==> src/rtl/alu_pkg.sv <==
// Shared types and constants for the ALU issue stage: ALU operation encoding,
// RV32I major opcodes, the buffered issue entry and the skid buffer states.
package alu_pkg;

   typedef enum logic [3:0] {
      ALU_ADD  = 4'b0000,
      ALU_SUB  = 4'b1000,
      ALU_SLL  = 4'b0001,
      ALU_SLT  = 4'b0010,
      ALU_SLTU = 4'b0011,
      ALU_XOR  = 4'b0100,
      ALU_SRL  = 4'b0101,
      ALU_SRA  = 4'b1101,
      ALU_OR   = 4'b0110,
      ALU_AND  = 4'b0111
   } alu_op_e;

   localparam logic [6:0] OP     = 7'b0110011;
   localparam logic [6:0] OP_IMM = 7'b0010011;
   localparam logic [6:0] LUI    = 7'b0110111;
   localparam logic [6:0] AUIPC  = 7'b0010111;
   localparam logic [6:0] LOAD   = 7'b0000011;
   localparam logic [6:0] STORE  = 7'b0100011;
   localparam logic [6:0] BRANCH = 7'b1100011;
   localparam logic [6:0] JAL    = 7'b1101111;
   localparam logic [6:0] JALR   = 7'b1100111;

   typedef struct packed {
      logic [31:0] op1;
      logic [31:0] op2;
      alu_op_e     op;
      logic        illegal;
   } issue_entry_t;

   typedef enum logic [1:0] {
      BUF_EMPTY = 2'b00,
      BUF_ONE   = 2'b01,
      BUF_FULL  = 2'b10
   } buf_state_e;

endpackage

==> src/rtl/alu_imm_gen.sv <==
// Combinational RV32I immediate extraction: I-type and S-type sign-extended,
// U-type upper immediate. Opcode bits are not needed, so they are not ported in.
module alu_imm_gen (
   input  logic [31:7] i_instr,
   output logic [31:0] o_imm_i,
   output logic [31:0] o_imm_s,
   output logic [31:0] o_imm_u
);

   assign o_imm_i = {{20{i_instr[31]}}, i_instr[31:20]};
   assign o_imm_s = {{20{i_instr[31]}}, i_instr[31:25], i_instr[11:7]};
   assign o_imm_u = {i_instr[31:12], 12'b0};

endmodule

==> src/rtl/alu_issue_stage.sv <==
// Decode-and-issue stage in front of the integer ALU. Decodes the incoming
// instruction into ALU operands/operation and queues the result in a two-entry
// skid buffer so in_ready_o comes only from registered state.
module alu_issue_stage
   import alu_pkg::*;
(
   input  logic        clk_i,
   input  logic        rst_ni,
   input  logic        flush_i,
   input  logic        in_valid_i,
   output logic        in_ready_o,
   input  logic [31:0] instr_i,
   input  logic [31:0] pc_i,
   input  logic [31:0] rs1_data_i,
   input  logic [31:0] rs2_data_i,
   output logic        out_valid_o,
   input  logic        out_ready_i,
   output logic [31:0] alu_op1_o,
   output logic [31:0] alu_op2_o,
   output logic [3:0]  alu_operation_o,
   output logic        illegal_o
);

   logic [6:0]   w_opcode;
   logic [2:0]   w_funct3;
   logic [6:0]   w_funct7;
   logic [31:0]  w_imm_i;
   logic [31:0]  w_imm_s;
   logic [31:0]  w_imm_u;
   logic         w_legal;
   issue_entry_t w_dec;

   buf_state_e   r_state;
   buf_state_e   w_state_nxt;
   issue_entry_t r_head;
   issue_entry_t r_skid;
   logic         w_acc;
   logic         w_pop;
   logic         w_load_head;
   logic         w_head_from_skid;
   logic         w_load_skid;

   assign w_opcode = instr_i[6:0];
   assign w_funct3 = instr_i[14:12];
   assign w_funct7 = instr_i[31:25];

   alu_imm_gen u_imm_gen (
      .i_instr (instr_i[31:7]),
      .o_imm_i (w_imm_i),
      .o_imm_s (w_imm_s),
      .o_imm_u (w_imm_u)
   );

   // Decode the incoming instruction into an issue entry; illegal entries are zeroed.
   always_comb begin
      // NOTE: every variable gets a default first so no path can leave it unassigned (no latch).
      w_dec   = '0;
      w_legal = 1'b1;
      case (w_opcode)
         OP: begin
            w_dec.op1 = rs1_data_i;
            w_dec.op2 = rs2_data_i;
            w_dec.op  = alu_op_e'({w_funct7[5], w_funct3});
            if (!((w_funct7 == 7'h00) ||
                  ((w_funct7 == 7'h20) && ((w_funct3 == 3'b000) || (w_funct3 == 3'b101)))))
               w_legal = 1'b0;
         end
         OP_IMM: begin
            w_dec.op1 = rs1_data_i;
            w_dec.op2 = w_imm_i;
            w_dec.op  = alu_op_e'({1'b0, w_funct3});
            if (w_funct3 == 3'b001) begin
               w_dec.op2 = {27'b0, instr_i[24:20]};
               if (w_funct7 != 7'h00) w_legal = 1'b0;
            end else if (w_funct3 == 3'b101) begin
               w_dec.op2 = {27'b0, instr_i[24:20]};
               w_dec.op  = alu_op_e'({w_funct7[5], w_funct3});
               if ((w_funct7 != 7'h00) && (w_funct7 != 7'h20)) w_legal = 1'b0;
            end
         end
         LUI: begin
            w_dec.op2 = w_imm_u;
            w_dec.op  = ALU_ADD;
         end
         AUIPC: begin
            w_dec.op1 = pc_i;
            w_dec.op2 = w_imm_u;
            w_dec.op  = ALU_ADD;
         end
         LOAD: begin
            w_dec.op1 = rs1_data_i;
            w_dec.op2 = w_imm_i;
            w_dec.op  = ALU_ADD;
         end
         STORE: begin
            w_dec.op1 = rs1_data_i;
            w_dec.op2 = w_imm_s;
            w_dec.op  = ALU_ADD;
         end
         BRANCH: begin
            w_dec.op1 = rs1_data_i;
            w_dec.op2 = rs2_data_i;
            case (w_funct3)
               3'b000, 3'b001: w_dec.op = ALU_SUB;   // equality via zero flag
               3'b100, 3'b101: w_dec.op = ALU_SLT;
               3'b110, 3'b111: w_dec.op = ALU_SLTU;
               default:        w_legal  = 1'b0;
            endcase
         end
         JAL, JALR: begin
            w_dec.op1 = pc_i;
            w_dec.op2 = 32'd4;
            w_dec.op  = ALU_ADD;
         end
         default: w_legal = 1'b0;
      endcase
      if (!w_legal) begin
         w_dec         = '0;
         w_dec.illegal = 1'b1;
      end
   end

   assign in_ready_o  = (r_state != BUF_FULL);
   assign out_valid_o = (r_state != BUF_EMPTY);
   assign w_acc       = in_valid_i & in_ready_o;
   assign w_pop       = out_valid_o & out_ready_i;

   // Skid buffer state register.
   always_ff @(posedge clk_i or negedge rst_ni) begin
      // NOTE: sequential state uses non-blocking assignments so all flops update together.
      if (!rst_ni) r_state <= BUF_EMPTY;
      else         r_state <= w_state_nxt;
   end

   // Next state and payload load controls; flush overrides accept and pop.
   always_comb begin
      w_state_nxt      = r_state;
      w_load_head      = 1'b0;
      w_head_from_skid = 1'b0;
      w_load_skid      = 1'b0;
      if (flush_i) begin
         w_state_nxt = BUF_EMPTY;
      end else begin
         case (r_state)
            BUF_EMPTY: begin
               if (w_acc) begin
                  w_state_nxt = BUF_ONE;
                  w_load_head = 1'b1;
               end
            end
            BUF_ONE: begin
               if (w_acc && !w_pop) begin
                  w_state_nxt = BUF_FULL;
                  w_load_skid = 1'b1;
               end else if (w_acc && w_pop) begin
                  w_load_head = 1'b1;
               end else if (w_pop) begin
                  w_state_nxt = BUF_EMPTY;
               end
            end
            BUF_FULL: begin
               if (w_pop) begin
                  w_state_nxt      = BUF_ONE;
                  w_load_head      = 1'b1;
                  w_head_from_skid = 1'b1;
               end
            end
            default: w_state_nxt = BUF_EMPTY;
         endcase
      end
   end

   // Head entry register; drives the ALU-facing outputs and is cleared on reset.
   always_ff @(posedge clk_i or negedge rst_ni) begin
      if (!rst_ni)          r_head <= '0;
      else if (w_load_head) r_head <= w_head_from_skid ? r_skid : w_dec;
   end

   // Skid entry register, written only when the head is occupied and stalled.
   // NOTE: no reset here; the skid is never observed before it has been written.
   always_ff @(posedge clk_i) begin
      if (w_load_skid) r_skid <= w_dec;
   end

   assign alu_op1_o       = r_head.op1;
   assign alu_op2_o       = r_head.op2;
   assign alu_operation_o = r_head.op;
   assign illegal_o       = r_head.illegal;

endmodule

==> config.mk <==
export PLATFORM = sky130hd
export DESIGN_NAME = alu_issue_stage
export DESIGN_NICKNAME = d
export VERILOG_FILES = /design/src/rtl/alu_pkg.sv /design/src/rtl/alu_imm_gen.sv /design/src/rtl/alu_issue_stage.sv
export SDC_FILE = /design/constraint.sdc
export NUM_CORES = 1
export LEC_CHECK = 0
export CORE_MARGIN = 4
export CORE_UTILIZATION = 47
export CTS_CLUSTER_DIAMETER = 150
export DETAILED_ROUTE_END_ITERATION = 8
export GPL_TIMING_DRIVEN = 0
export PLACE_DENSITY = 0.78
export RECOVER_POWER = 50
export SLEW_MARGIN = 40
export SYNTH_ARGS = -nofsm -noshare
export SYNTH_HDL_FRONTEND = slang
export SYNTH_SLANG_ARGS = --single-unit
export TNS_END_PERCENT = 100
==> constraint.sdc <==
create_clock -name clk_i -period 7.3 [get_ports clk_i]
set_input_delay 0.73 -clock clk_i [delete_from_list [all_inputs] [get_ports clk_i]]
set_output_delay 0.73 -clock clk_i [all_outputs]
set_load 0.01 [all_outputs]
# --- Word level (Yosys, flattened, before mapping) ---
# Index checks and enable logic that the tools add are counted.
# W data, S select, Z words.
word_totals:
  out_inout_bits: 71
  reg_bits: 140
  elab_cells: 89
classes:
  bitwise: 2
  reduce_logical: 22
  mux: 33
  n_eq_ne: 23
op_table:
  columns: ["operator", "n"]
  rows:
  - ["$pmux W36 S7", 1]
  - ["$mux W69", 2]
  - ["$pmux W32 S2", 1]
  - ["$mux W36", 1]
  - ["$mux W32", 1]
  - ["$eq A7 B6 Y1 const B", 4]
  - ["$eq A7 B7 Y1 const B", 3]
  - ["$mux W1", 16]
  - ["$eq A7 B5 Y1 const B", 2]
  - ["$eq A3 B3 Y1 const B", 4]
  - ["$mux W2", 6]
  - ["$pmux W4 S3", 1]
  - ["$reduce_or A6 Y1", 2]
  - ["$reduce_or A2 Y1", 5]
  - ["$ne A4 B4 Y1 const B", 2]
  - ["$eq A7 B2 Y1 const B", 1]
  - ["$logic_not A7 Y1", 1]
  - ["$ne A7 B6 Y1 const B", 1]
  - ["$reduce_bool A7 Y1", 1]
  - ["$ne A3 B3 Y1 const B", 2]
  - ["$pmux W2 S3", 1]
  - ["$reduce_or A5 Y1", 1]
  - ["$logic_and A1 B1 Y1", 4]
  - ["$mux W4", 1]
  - ["14 further kinds", 16]

# --- Logic depth before layout (Yosys ltp) ---
depth:
  word_depth: 8
  mapped_depth: 9
  mapped_depth_nobuf: 6

# --- Hierarchy ---
# Synthesis repeated with hierarchy kept, for this count alone.
unflattened:
  hier_cells: 752
  hier_area_um2: 8386.8
modules_own_cells:
  columns: ["module", "n_inst", "seq_area_each_um2", "area_per_inst_um2", "cells_per_inst"]
  rows:
  - ["alu_issue_stage", 1, 3848.7, 7662.3, 655]
  - ["alu_imm_gen", 1, 0.0, 724.4, 97]

# --- Worst setup path after synthesis ---
# OpenSTA, ideal clock, no wires.
synth_path:
  kind: "input to register"
  start: "in flush_i"
  end: "reg r_skid[0] (netlist bit), enable pin"
  required_time_ps: 6718
  arrival_ps: 5536
  n_path_buf: 0
  slack_ps: 1182
  path_stages: 1
  path_cell_list: "nor3_1"
synth_via:
  elab_chain_len: 1
synth_rtl:
  columns: ["item", "line", "source"]
  rows:
  - ["start, declared", "alu_issue_stage.sv:9", "input logic flush_i,"]
  - ["$mux W1", "alu_issue_stage.sv:141", "if (flush_i) begin"]
  - ["end signal, assigned", "alu_issue_stage.sv:182", "if (w_load_skid) r_skid <= w_dec;"]
  - ["end, declared", "alu_issue_stage.sv:36", "issue_entry_t r_skid;"]
# Every way passes these cells.
# A chain may end at the register's enable or synchronous reset.

==> out/results.ini <==
[run_status]
outcome = finished, violations left
violations = max-capacitance violations, max-slew violations

[synthesis]
syn_area_mm2 = 0.00662
synthCells = 527
synth-main-ff-cell = dfrtp_1
postSynthAreaPerCell_um2 = 12.6
yosysWarnings = 0
synth-edff-count = 69
synth-seq-area-share_pct = 58.1
syn_nets = 660
synthArstFlopShare_pct = 50.7
synth_seq_cells = 140
synthDistinctLibCells = 43

[setup_path]
crit_path_cell_trace = clkbuf_1 -> clkbuf_1
critical_path.top_delay_family = buffers and inverters
cp_slowest_cell = clkbuf_1
path_max_fanout = 43
crit_path_start_kind = primary input
crit_top_cell = clkbuf_1
crit_type = primary input to asynchronous set/reset pin
cp_data_arrival_time_ns = 3.86
required_ns = 7.28
worstSetupEndpointType = asynchronous set/reset pin
crit_buf_inv = 2
critPathMaxStageDelay_ns = 1.90

[cts]
clk_path_buf_depth = 2
clock_latency_ns = 0.42
clock-root-buffer = clkbuf_16
cts_resized = 0
numCtsBuffers = 17
clkTransAtPathRegs_ns = 0.06
htree_levels = 4
cts.sinks = 140
cts_setup_buffers = 0
cts_tree = done
hold_buffers = 0

[finish]
nNetsFinal = 891
n_antenna_cell = 0
fin_area_mm2 = 0.00952
finalNonFillerCells = 951
n_fill_cell = 1002
drive_above_1_share_pct = 16.1
synthToLayoutAreaGrowth_pct = 43.7

[power]
power.total_uw = 1870
clock_power_share_pct = 46.0
cellLeakagePower_uw = 0.00366
switching_share_pct = 23.2
seq_power_share_pct = 44.4
internal_power_uw = 1440
cellPowerDensity_mw_per_mm2 = 197
ir_drop_uv = 159
comb_power_share_pct = 9.5
p_sw_uw = 434

[placed_design]
place.gp.congestion = 0.917
place_inst = 919
dpl_cell_area_mm2 = 0.00897
io_buffers = 201
dp_hpwl_mm = 15.6

[die]
die_h_um = 127
fp.dieW_um = 127
rows = 43
dieArea_mm2 = 0.0161
fp.coreArea_mm2 = 0.0138
initial_core_util_pct = 47.9
io_pins = 204

[global_route]
grt_pass1_vias = 5833
grt-ovfl-total = 0
antenna_found_initial = 0
grt_pass1_wl_mm = 32.3
grt_max_degree = 44
grtUsageTotal_pct = 25.9

[routing]
drt-pass1-iter-count = 6
drt_iter0_markers = 502
wire_per_inst_um = 22.2
route.detailed.drc = 0
via_count = 5762
ant_nets = 0
vias_per_cell = 6.06
routed_wl_mm = 21.1

[sta]
grt_setup_unrepaired = no
max_freq_mhz = 258
fin_crit_sh_pct = 53.1
slew_viol_final = 74
tightest_slew_ns = 2.57
slew_headroom_pct = -71.5
fin_skew_ns = 0.00545
fin_crit_ns = 3.88
hold_viol = 0
worst_hold_slack_ns = 0.492
setup_viol = 0

[run]
cap_violations = 2

[min_path]
min_path_type = register to register

==> cell usage in the layout, fill, tap and decap left out, types with 2 or more instances in the layout <==
master	count
a221oi_1	22
dfrtp_1	71
nand2b_1	2
dlygate4sd3_1	73
a32oi_1	2
clkbuf_8	2
o21ai_0	2
nor2_1	78
nand3b_1	2
a21oi_1	4
clkdlybuf4s50_1	127
o21ai_1	3
inv_6	3
nand3_1	3
nor3_1	5
nand2_1	6
clkinv_2	3
clkinvlp_4	4
clkbuf_16	17
bufinv_16	2
o31ai_1	7
clkbuf_1	40
a222oi_1	4
buf_2	13
buf_4	3
nor2b_1	3
o31ai_2	59
buf_6	8
edfxtp_1	69
or2_2	2
or3_1	2
a22oi_1	108
==> final timing paths <==
check	from	end	slack (ns)	depth (start not counted)
worst min-delay path	r_skid[5]	alu_op2_o[0]	0.49	2
worst max register to register	r_state[1]	r_skid[47]	4.33	6
min in group asynchronous	rst_ni	alu_op1_o[27]	0.73	1
worst min register to register	r_skid[5]	alu_op2_o[0]	0.49	2
max in group clk_i	in_valid_i	r_skid[47]	3.93	7
worst max-delay path	rst_ni	alu_op2_o[15]	3.42	2
==> per-stage QoR <==
stage / setup slack (ns) / TNS [ns] / utilization [%]
6_report: 3.42 / 0 / 68.8
5_1_grt: 2.73 / 0 / 68.8
4_1_cts: 4.29 / 0 / 69.1
3_5_place_dp: 3.86 / 0 / 64.9
3_3_place_gp: -1.88 / -129.23 / 64.1
2_1_floorplan: 1.18 / 0 / -
==> kinds of logic (layout without fill, tap and decap cells) <==
logic type	Yosys count	after routing	share of synthesized area [%]
AOI/OAI and AO/OA	216	216	29.4
DFF	140	140	58.1
and+or+nand+nor	114	114	8.01
buffers and inverters	54	298	4.08
xor gates and xnor gates	2	2	0.265
muxes	1	1	0.151
==> flip-flops by register name (all words and copies together), names as in the netlist <==
register	flops
r_state	2
alu_operation_o	4
illegal_o	1
r_skid	69
alu_op1_o	32
alu_op2_o	32
==> per-layer routing <==
| metal | global-route usage, % | vias up | share of wire (%) |
|---|---|---|---|
| li1 | - | 2585 | - |
| met1 | 33.1 | 2906 | 40 |
| met2 | 44.0 | 226 | 52 |
| met3 | 4.97 | 45 | 4.6 |
| met4 | 9.84 | 0 | 2.7 |
| met5 | 0 | - | 0 |
==> cells in the mapped netlist, types with 3 or more instances <==
cell type    n  area share [%]
edfxtp_1    69              31
a22oi_1    108              12
nand3_1      3            0.23
o21ai_1      3            0.23
o31ai_2     59              11
nand2_1      6            0.34
a222oi_1     4            0.60
buf_2       12            0.91
o31ai_1      7            0.79
nor2b_1      3            0.28
nor2_1      78             4.4
a21oi_1      4            0.30
buf_6        7             1.2
dfrtp_1     71              27
clkbuf_1    33             1.9
a221oi_1    22             2.9
nor3_1       5            0.38
==> layout make-up <==
class	instances	area (um2)	area share [%]
plain buffers	52	263	2.76
clock buffers	19	453	4.76
clock inverters	13	140	1.47
inverters	2	7.51	0.0789
multi-input cells	333	2510	26.4
flip-flops and latches	140	3850	40.4
well taps	180	225	2.37
repair buffers	212	2070	21.7
==> power groups by stage <==
stage	Combinational [uW]	Sequential, uW	Clock, uW
floorplan	61.1	849	0
global placement	174	848	0
detailed placement	181	847	0
CTS	182	831	869
global route	190	831	902
finish	179	831	861
No activity file was read; power rests on OpenSTA's default activity.
